<file path="src/rtl/pc_gen.sv">
// pc_gen: fetch-stage program counter with sequential/redirect next-PC and a BOOT/RUN/TRAP/HALT FSM.
// Latency: pc, fetch_valid, misalign, epc and state are registered (1 cycle); pc_plus4 and target are combinational.
// Backpressure: pc holds while fetch_ready=0 in RUN; halt_req freezes fetch until resume.
// Build option: define PC_MISALIGN_TRAP_EN to trap on misaligned redirect targets (default: targets force-aligned).

module pc_gen #(
    parameter int             N            = 32,
    parameter logic [N-1:0]   RESET_VECTOR = '0,
    parameter logic [N-1:0]   TRAP_VECTOR  = 'h100
) (
    input  logic          clk,
    input  logic          rst_n,
    input  logic          fetch_ready,
    input  logic          branch_taken,
    input  logic          jal,
    input  logic          jalr,
    input  logic [N-1:0]  imm_out,
    input  logic [N-1:0]  rs1_data,
    input  logic          halt_req,
    input  logic          resume,
    output logic [N-1:0]  pc,
    output logic [N-1:0]  pc_plus4,
    output logic [N-1:0]  target,
    output logic          fetch_valid,
    output logic          misalign,
    output logic [N-1:0]  epc,
    output logic [1:0]    state
);

    // Encodings are visible on the state port, so they are fixed.
    typedef enum logic [1:0] {
        ST_BOOT = 2'b00,
        ST_RUN  = 2'b01,
        ST_TRAP = 2'b10,
        ST_HALT = 2'b11
    } state_e;

    // Sequential step size, and masks for JALR bit-0 clearing and word alignment.
    localparam logic [N-1:0] PC_STEP    = {{(N-3){1'b0}}, 3'b100};
    localparam logic [N-1:0] JALR_MASK  = ~{{(N-1){1'b0}}, 1'b1};
    localparam logic [N-1:0] ALIGN_MASK = ~{{(N-2){1'b0}}, 2'b11};

`ifdef PC_MISALIGN_TRAP_EN
    localparam bit TRAP_EN = 1'b1;
`else
    localparam bit TRAP_EN = 1'b0;
`endif

    state_e         state_q, state_d;
    logic [N-1:0]   pc_q, pc_d;
    logic [N-1:0]   epc_q, epc_d;
    logic           fetch_valid_q, fetch_valid_d;
    logic           misalign_q, misalign_d;

    logic [N-1:0]   seq_sum;
    logic [N-1:0]   pc_rel_sum;
    logic [N-1:0]   reg_rel_sum;
    logic [N-1:0]   target_raw;
    logic [N-1:0]   target_w;
    logic           redirect;
    logic           misaligned;

    // All adders are plain N-bit and wrap silently; no carry is kept.
    assign seq_sum     = pc_q + PC_STEP;
    assign pc_rel_sum  = pc_q + imm_out;
    assign reg_rel_sum = rs1_data + imm_out;

    // JALR wins the target source; JAL and a taken branch share pc+imm.
    assign target_raw  = jalr ? (reg_rel_sum & JALR_MASK) : pc_rel_sum;

`ifdef PC_MISALIGN_TRAP_EN
    // Target is exposed as computed so a misaligned value can be detected.
    assign target_w    = target_raw;
`else
    // Without trapping, the low two bits are dropped so the PC can never go misaligned.
    assign target_w    = target_raw & ALIGN_MASK;
`endif

    assign redirect    = jalr | jal | branch_taken;
    assign misaligned  = redirect & (target_w[1:0] != 2'b00);

    // Next-state, next-PC and trap capture; RUN items are resolved in priority order.
    always_comb begin
        state_d    = state_q;
        pc_d       = pc_q;
        epc_d      = epc_q;
        misalign_d = 1'b0;

        unique case (state_q)
            ST_BOOT: begin
                state_d = ST_RUN;
            end
            ST_RUN: begin
                if (halt_req) begin
                    // Any redirect presented alongside halt is dropped; upstream re-presents it.
                    state_d = ST_HALT;
                end else if (!fetch_ready) begin
                    // Instruction memory stalled: hold everything, ignore control inputs.
                    state_d = ST_RUN;
                end else if (TRAP_EN && misaligned) begin
                    epc_d      = pc_q;
                    pc_d       = TRAP_VECTOR;
                    misalign_d = 1'b1;
                    state_d    = ST_TRAP;
                end else if (redirect) begin
                    pc_d = target_w;
                end else begin
                    pc_d = seq_sum;
                end
            end
            ST_TRAP: begin
                // One bubble while pc sits on the trap vector.
                state_d = ST_RUN;
            end
            ST_HALT: begin
                if (resume) begin
                    state_d = ST_RUN;
                end
            end
            default: begin
                state_d = ST_BOOT;
            end
        endcase

        // fetch_valid is registered, so it is derived from where the FSM is heading.
        fetch_valid_d = (state_d == ST_RUN);
    end

    // State and datapath registers; reset restores the boot values immediately.
    always_ff @(posedge clk or negedge rst_n) begin
        if (!rst_n) begin
            state_q       <= ST_BOOT;
            pc_q          <= RESET_VECTOR;
            epc_q         <= '0;
            fetch_valid_q <= 1'b0;
            misalign_q    <= 1'b0;
        end else begin
            state_q       <= state_d;
            pc_q          <= pc_d;
            epc_q         <= epc_d;
            fetch_valid_q <= fetch_valid_d;
            misalign_q    <= misalign_d;
        end
    end

    assign pc          = pc_q;
    assign pc_plus4    = seq_sum;
    assign target      = target_w;
    assign fetch_valid = fetch_valid_q;
    assign misalign    = misalign_q;
    assign epc         = epc_q;
    assign state       = state_q;

endmodule

</file>
<file path="config.mk">
export PLATFORM = sky130hd
export DESIGN_NAME = pc_gen
export DESIGN_NICKNAME = d
export VERILOG_FILES = /design/src/rtl/pc_gen.sv
export SDC_FILE = /design/constraint.sdc
export NUM_CORES = 1
export LEC_CHECK = 0
export BUFFER_PORTS_ARGS = -buffer_cell sky130_fd_sc_hd__buf_2
export CORE_AREA = 2 2 109 111
export DETAILED_ROUTE_END_ITERATION = 6
export DIE_AREA = 0 0 111 113
export PLACE_DENSITY = 0.84
export SYNTH_ARGS = -nofsm -noshare
export SYNTH_HDL_FRONTEND = slang
export SYNTH_SLANG_ARGS = --single-unit
</file>
<file path="constraint.sdc">
create_clock -name clk -period 10.1 [get_ports clk]
set_input_delay 2.525 -clock clk [delete_from_list [all_inputs] [get_ports clk]]
set_output_delay 2.525 -clock clk [all_outputs]
set_load 0.01 [all_outputs]
</file>
---- Word level (Yosys, flattened, before mapping) ----
Cells that the tools add are included.
word-level totals
  bits in registers ....................... 35
  input bits .............................. 72
  output and inout bits ................... 132
cells by class
  $add $sub $neg .......................... 3
  eq/ne operators ......................... 4
  multiplexer cells ....................... 6
  bitwise gates (word level) .............. 3
  reduce and logical (&&, ||, !) cells .... 3
operator list
  kind                                                                   number
  32-bit adder                                                           2
  32-bit 2-to-1 mux                                                      2
  32-bit by 3-bit adder with 32-bit output, second input constant        1
  2-bit 2-to-1 mux                                                       3
  2-bit one-hot mux with 3 select lines                                  1
  2-bit by 1-bit equality test with 1-bit output, second input constant  2
  2-bit equality test, second input constant                             2
  3-bit AND reduction                                                    1
  2-bit logical NOT                                                      1
  1-bit OR                                                               2
  2-bit OR reduction                                                     1
  1-bit NOT                                                              1

---- Logic depth before layout (Yosys ltp) ----
  depth after elaboration ................. 4
  gate-level depth with buffers ........... 11
  depth with buffers taken out ............ 11

---- Worst setup path after synthesis ----
OpenSTA, ideal clock, no wires.
  kind .................................... input to output
  start ................................... in imm_out[10]
  end ..................................... out target[29]
  arrival ................................. 4.789 ns
  required time ........................... 7.575 ns
  setup slack ............................. 2.786 ns
  stages .................................. 11
  path buffers ............................ 0
  path through ............................ ha_1 -> a2111oi_0 -> o21ai_0 -> a221o_1 -> a21oi_2 -> o21ai_2 -> a31o_1 -> a21oi_1 -> o21bai_1 -> xnor2_1 -> mux2i_1
between the ends
  cells in the longest elaborated chain, start to end .. 2
ends and longest elaborated chain
  what                                    line    text
  from (decl)                             17      input logic [N-1:0] imm_out,
  32-bit adder, on equally long branches  65, 66
  32-bit 2-to-1 mux *                     69      assign target_raw = jalr ? (reg_rel_sum & JALR_MASK) : pc_rel_sum;
  to (decl)                               23      output logic [N-1:0] target,
Mark *: on every way between the ends. The rest lies on a longest branch, timed or not.

---- Worst setup path after layout ----
  start ................................... in imm_out[2]
  end ..................................... out target[26]
The elaborated chain is that of the path after synthesis.

==> impl_metrics.prom <==
# TYPE chip_impl_metric gauge
chip_impl_metric{name="swShare",unit="%"} 50.47
chip_impl_metric{name="clock-skew-final",unit="ns"} 0.002799
chip_impl_metric{name="comb_power_share",unit="%"} 69.8
chip_impl_info{name="mostFrequentLayoutCells",value="164 x sky130_fd_sc_hd__buf_2, 71 x sky130_fd_sc_hd__nand2_1, 63 x sky130_fd_sc_hd__nor2_1, 60 x sky130_fd_sc_hd__ha_1, 57 x sky130_fd_sc_hd__a21oi_1"} 1
chip_impl_info{name="min_path_type",value="flop to flop"} 1
chip_impl_metric{name="layout-drive-gt1-share",unit="%"} 23.35
chip_impl_metric{name="ys_seq_elements",unit=""} 33
chip_impl_metric{name="h-tree-depth",unit=""} 2
chip_impl_metric{name="critical_path_required",unit="ns"} 7.58
chip_impl_metric{name="leakage_power",unit="nW"} 3.278
chip_impl_metric{name="synth_enable_flop_cells",unit=""} 0
chip_impl_metric{name="grt_first_pass_wirelength",unit="µm"} 27000
chip_impl_metric{name="drt-wirelength-per-cell",unit="µm"} 17.00
chip_impl_info{name="result_of_the_run",value="finished clean"} 1
chip_impl_metric{name="fp.dieArea",unit="µm²"} 12540
chip_impl_metric{name="timing_hold_violations_final",unit=""} 0
chip_impl_metric{name="place.gp.congestion",unit=""} 0.9572
chip_impl_metric{name="seq_power_share",unit="%"} 18.9
chip_impl_metric{name="postRouteWirelength",unit="µm"} 17360
chip_impl_info{name="unrepaired_setup_endpoints_after_global_routing",value="false"} 1
chip_impl_metric{name="cts_num_sinks",unit=""} 33
chip_impl_metric{name="timing.critical_path.arrival",unit="ns"} 5.41
chip_impl_metric{name="place.detailed.hpwl",unit="µm"} 13710
chip_impl_metric{name="area_growth",unit="%"} 16.03
chip_impl_metric{name="grt_remaining_overflow",unit=""} 0
chip_impl_metric{name="ant_diodes",unit=""} 0
chip_impl_metric{name="cts_post_setup_buffers_inserted",unit=""} 0
chip_impl_metric{name="antenna_found_initial",unit=""} 0
chip_impl_metric{name="hold_buffers",unit=""} 0
chip_impl_metric{name="yosysSeqAreaShare",unit="%"} 14.74
chip_impl_metric{name="max_slew_margin",unit="%"} 22.22
chip_impl_metric{name="top_ports",unit=""} 204
chip_impl_info{name="tritoncts_clock_tree",value="yes"} 1
chip_impl_metric{name="post_synth.cell_area_avg",unit="µm²"} 7.687
chip_impl_metric{name="drt-initial-drc-count",unit=""} 545
chip_impl_metric{name="synth_async_sr_flop_share",unit="%"} 100.0
chip_impl_metric{name="port_buffer_count",unit=""} 164
chip_impl_metric{name="drc_errors",unit=""} 0
chip_impl_metric{name="finalSetupTns",unit="ns"} 0
chip_impl_metric{name="die_x",unit="µm"} 111
chip_impl_metric{name="synth_area",unit="µm²"} 5604
chip_impl_metric{name="p_int",unit="mW"} 0.7286
chip_impl_metric{name="clkTransAtPathRegs",unit="ns"} 0.06
chip_impl_info{name="ctsRootBufferMaster",value="sky130_fd_sc_hd__clkbuf_16"} 1
chip_impl_metric{name="final_max_slew_viol_count",unit=""} 0
chip_impl_metric{name="drt_pre_antenna_iters",unit=""} 5
chip_impl_metric{name="min_period_over_period",unit="%"} 78.56
chip_impl_metric{name="filler_cell_count",unit=""} 1048
chip_impl_metric{name="clk_latency",unit="ns"} 0.28
chip_impl_metric{name="vias_per_inst",unit=""} 5.909
chip_impl_metric{name="finish.net_count",unit=""} 1009
chip_impl_info{name="most_common_cell_after_layout_fill_and_taps_aside",value="sky130_fd_sc_hd__buf_2"} 1
chip_impl_metric{name="first_global_vias",unit=""} 5496
chip_impl_metric{name="switching_power_total",unit="mW"} 0.7425
chip_impl_metric{name="ys_warn_count",unit=""} 0
chip_impl_info{name="setup.worst_path.class",value="input port to primary output"} 1
chip_impl_metric{name="final-setup-viol-count",unit=""} 0
chip_impl_metric{name="ir_worst_vdd",unit="V"} 0.0001018
chip_impl_metric{name="detailroute.via_count",unit=""} 6033
chip_impl_metric{name="place_area",unit="µm²"} 6345
chip_impl_metric{name="max_cap_viol_count",unit=""} 0
chip_impl_metric{name="core",unit="µm²"} 11270
chip_impl_metric{name="groute.usage.overall",unit="%"} 26.20
chip_impl_info{name="crit_path_start_kind",value="input port"} 1
chip_impl_metric{name="design_area",unit="µm²"} 6502
chip_impl_info{name="synth_flop_cell",value="sky130_fd_sc_hd__dfrtp_1"} 1
chip_impl_metric{name="final_antenna_net_count",unit=""} 0
chip_impl_metric{name="worst_path_max_fanout",unit=""} 4
chip_impl_metric{name="fin_crit",unit="ns"} 7.934
chip_impl_metric{name="worstMarginPinSlew",unit="ns"} 1.164
chip_impl_metric{name="finalHoldWorstSlack",unit="ns"} 0.5946
chip_impl_metric{name="ctsResizeCount",unit=""} 0
chip_impl_metric{name="initial_core_util",unit="%"} 49.72
chip_impl_info{name="worst_setup_path_end_kind",value="primary output"} 1
chip_impl_metric{name="syn-instance-count",unit=""} 729
chip_impl_metric{name="fp-row-count",unit=""} 39
chip_impl_metric{name="reg2reg_slack",unit="ns"} 6.90
chip_impl_metric{name="maxClockFrequency",unit="GHz"} 0.1260
chip_impl_metric{name="floorplan.die.height",unit="µm"} 113
chip_impl_metric{name="cts_max_path_buffers",unit=""} 2
chip_impl_metric{name="clock_power_share",unit="%"} 11.3
chip_impl_metric{name="synth_cell_type_count",unit=""} 77
chip_impl_metric{name="grt_max_degree",unit=""} 47
chip_impl_metric{name="cellPowerDensity",unit="nW/µm²"} 226.2
chip_impl_metric{name="cts_made_buffers",unit=""} 5
==> metal layers <==
layer	vias up	share of wire, %	GRT usage, %	routed length, µm
met5	-	0	0	0
met4	0	2.7	10.00	461
met2	306	46	43.84	8009
met3	37	7.5	2.839	1296
li1	2870	-	-	-
met1	2820	44	35.02	7592
==> Yosys cell counts, drive strengths merged, types with 3 or more instances <==
cell type / n / share of area [%]
mux2i: 15 / 2.7
nor3: 11 / 0.98
o31a: 3 / 0.47
nand4: 10 / 1.1
buf: 46 / 6.0
a21o: 28 / 3.8
a21oi: 62 / 6.1
o21ai: 58 / 5.4
xnor2: 53 / 8.4
o21a: 3 / 0.40
a31oi: 9 / 1.4
or2: 4 / 0.45
a22oi: 4 / 0.63
inv: 14 / 0.94
xor2: 34 / 5.3
o21bai: 8 / 1.1
nand3: 28 / 2.5
o22ai: 6 / 0.67
nand2: 72 / 4.9
mux2: 4 / 0.87
and2: 4 / 0.45
a221o: 6 / 1.1
nor2: 64 / 4.3
ha: 60 / 13
nand2b: 4 / 0.45
a211oi: 6 / 0.89
and3: 19 / 2.1
a31o: 4 / 0.63
clkbuf: 18 / 1.4
dfrtp: 33 / 15
o211ai: 5 / 0.67
==> logic make-up after synthesis <==
| logic type | share of synthesized area, % |
|---|---|
| adder cells (fa/ha/maj) | 13.40 |
| multiplexers | 3.550 |
| AO/OA/AOI/OAI | 26.55 |
| XOR/XNOR | 13.73 |
| flip-flops | 14.74 |
| other | 0.1340 |
| buffers and inverters | 9.042 |
| AND/OR/NAND/NOR | 18.87 |
==> worst max-delay path, cell delays in order <==
cell and delay [ns]:
sky130_fd_sc_hd__buf_2 0.11, sky130_fd_sc_hd__ha_1 0.34, sky130_fd_sc_hd__o21a_1 0.18, sky130_fd_sc_hd__o22a_1 0.25, sky130_fd_sc_hd__a31oi_2 0.35, sky130_fd_sc_hd__o21ai_1 0.19
sky130_fd_sc_hd__a311oi_2 0.45, sky130_fd_sc_hd__o31a_1 0.25, sky130_fd_sc_hd__o21ai_1 0.12, sky130_fd_sc_hd__a21oi_1 0.19, sky130_fd_sc_hd__xor2_1 0.20, sky130_fd_sc_hd__mux2i_1 0.09
sky130_fd_sc_hd__buf_2 0.15
==> flip-flops by register name, summed over array words and instances, names as in the netlist <==
name and cells:
fetch_valid 1, pc 30, state 2
==> metrics by stage <==
step                      utilization, %  power, mW  cells  setup WS (ns)
after floorplan                        -     0.9842    767          2.786
after global placement             56.29      1.274   1013          2.303
after detailed placement           56.29      1.291   1013          2.228
after CTS                          57.69      1.462   1021          2.208
after global routing               57.69      1.580   1021          2.007
final                              57.69      1.471   1021          2.166
==> path summary, 6_finish.rpt <==
path                       startpoint     endpoint  depth (start not counted)
max                        imm_out[2]   target[26]                         13
min                          state[0]  fetch_valid                          1
max reg2reg                     pc[4]       pc[29]                         11
min reg2reg                  state[0]  fetch_valid                          1
max in group asynchronous       rst_n        pc[2]                          1
min in group asynchronous       rst_n       pc[28]                          1
==> power groups by stage <==
| stage | Clock, mW | Combinational, mW | Sequential [mW] |
|---|---|---|---|
| 2_1_floorplan | 0 | 0.713 | 0.272 |
| 4_1_cts | 0.168 | 1.02 | 0.275 |
| 3_5_place_dp | 0 | 1.01 | 0.277 |
| 3_3_place_gp | 0 | 0.999 | 0.275 |
| 5_1_grt | 0.174 | 1.12 | 0.286 |
| 6_report | 0.166 | 1.03 | 0.278 |
==> final cells by class <==
type | instances | area [µm²] | area share (%)
Clock buffer | 7 | 152.6 | 2.348
Clock inverter | 1 | 5.005 | 0.07697
Inverter | 14 | 52.55 | 0.8082
Multi-Input combinational cell | 654 | 4429 | 68.12
Sequential cell | 33 | 825.8 | 12.70
Tap cell | 143 | 178.9 | 2.752
Timing Repair Buffer | 169 | 858.3 | 13.20
Note: power is estimated with default switching activity, not from simulation.
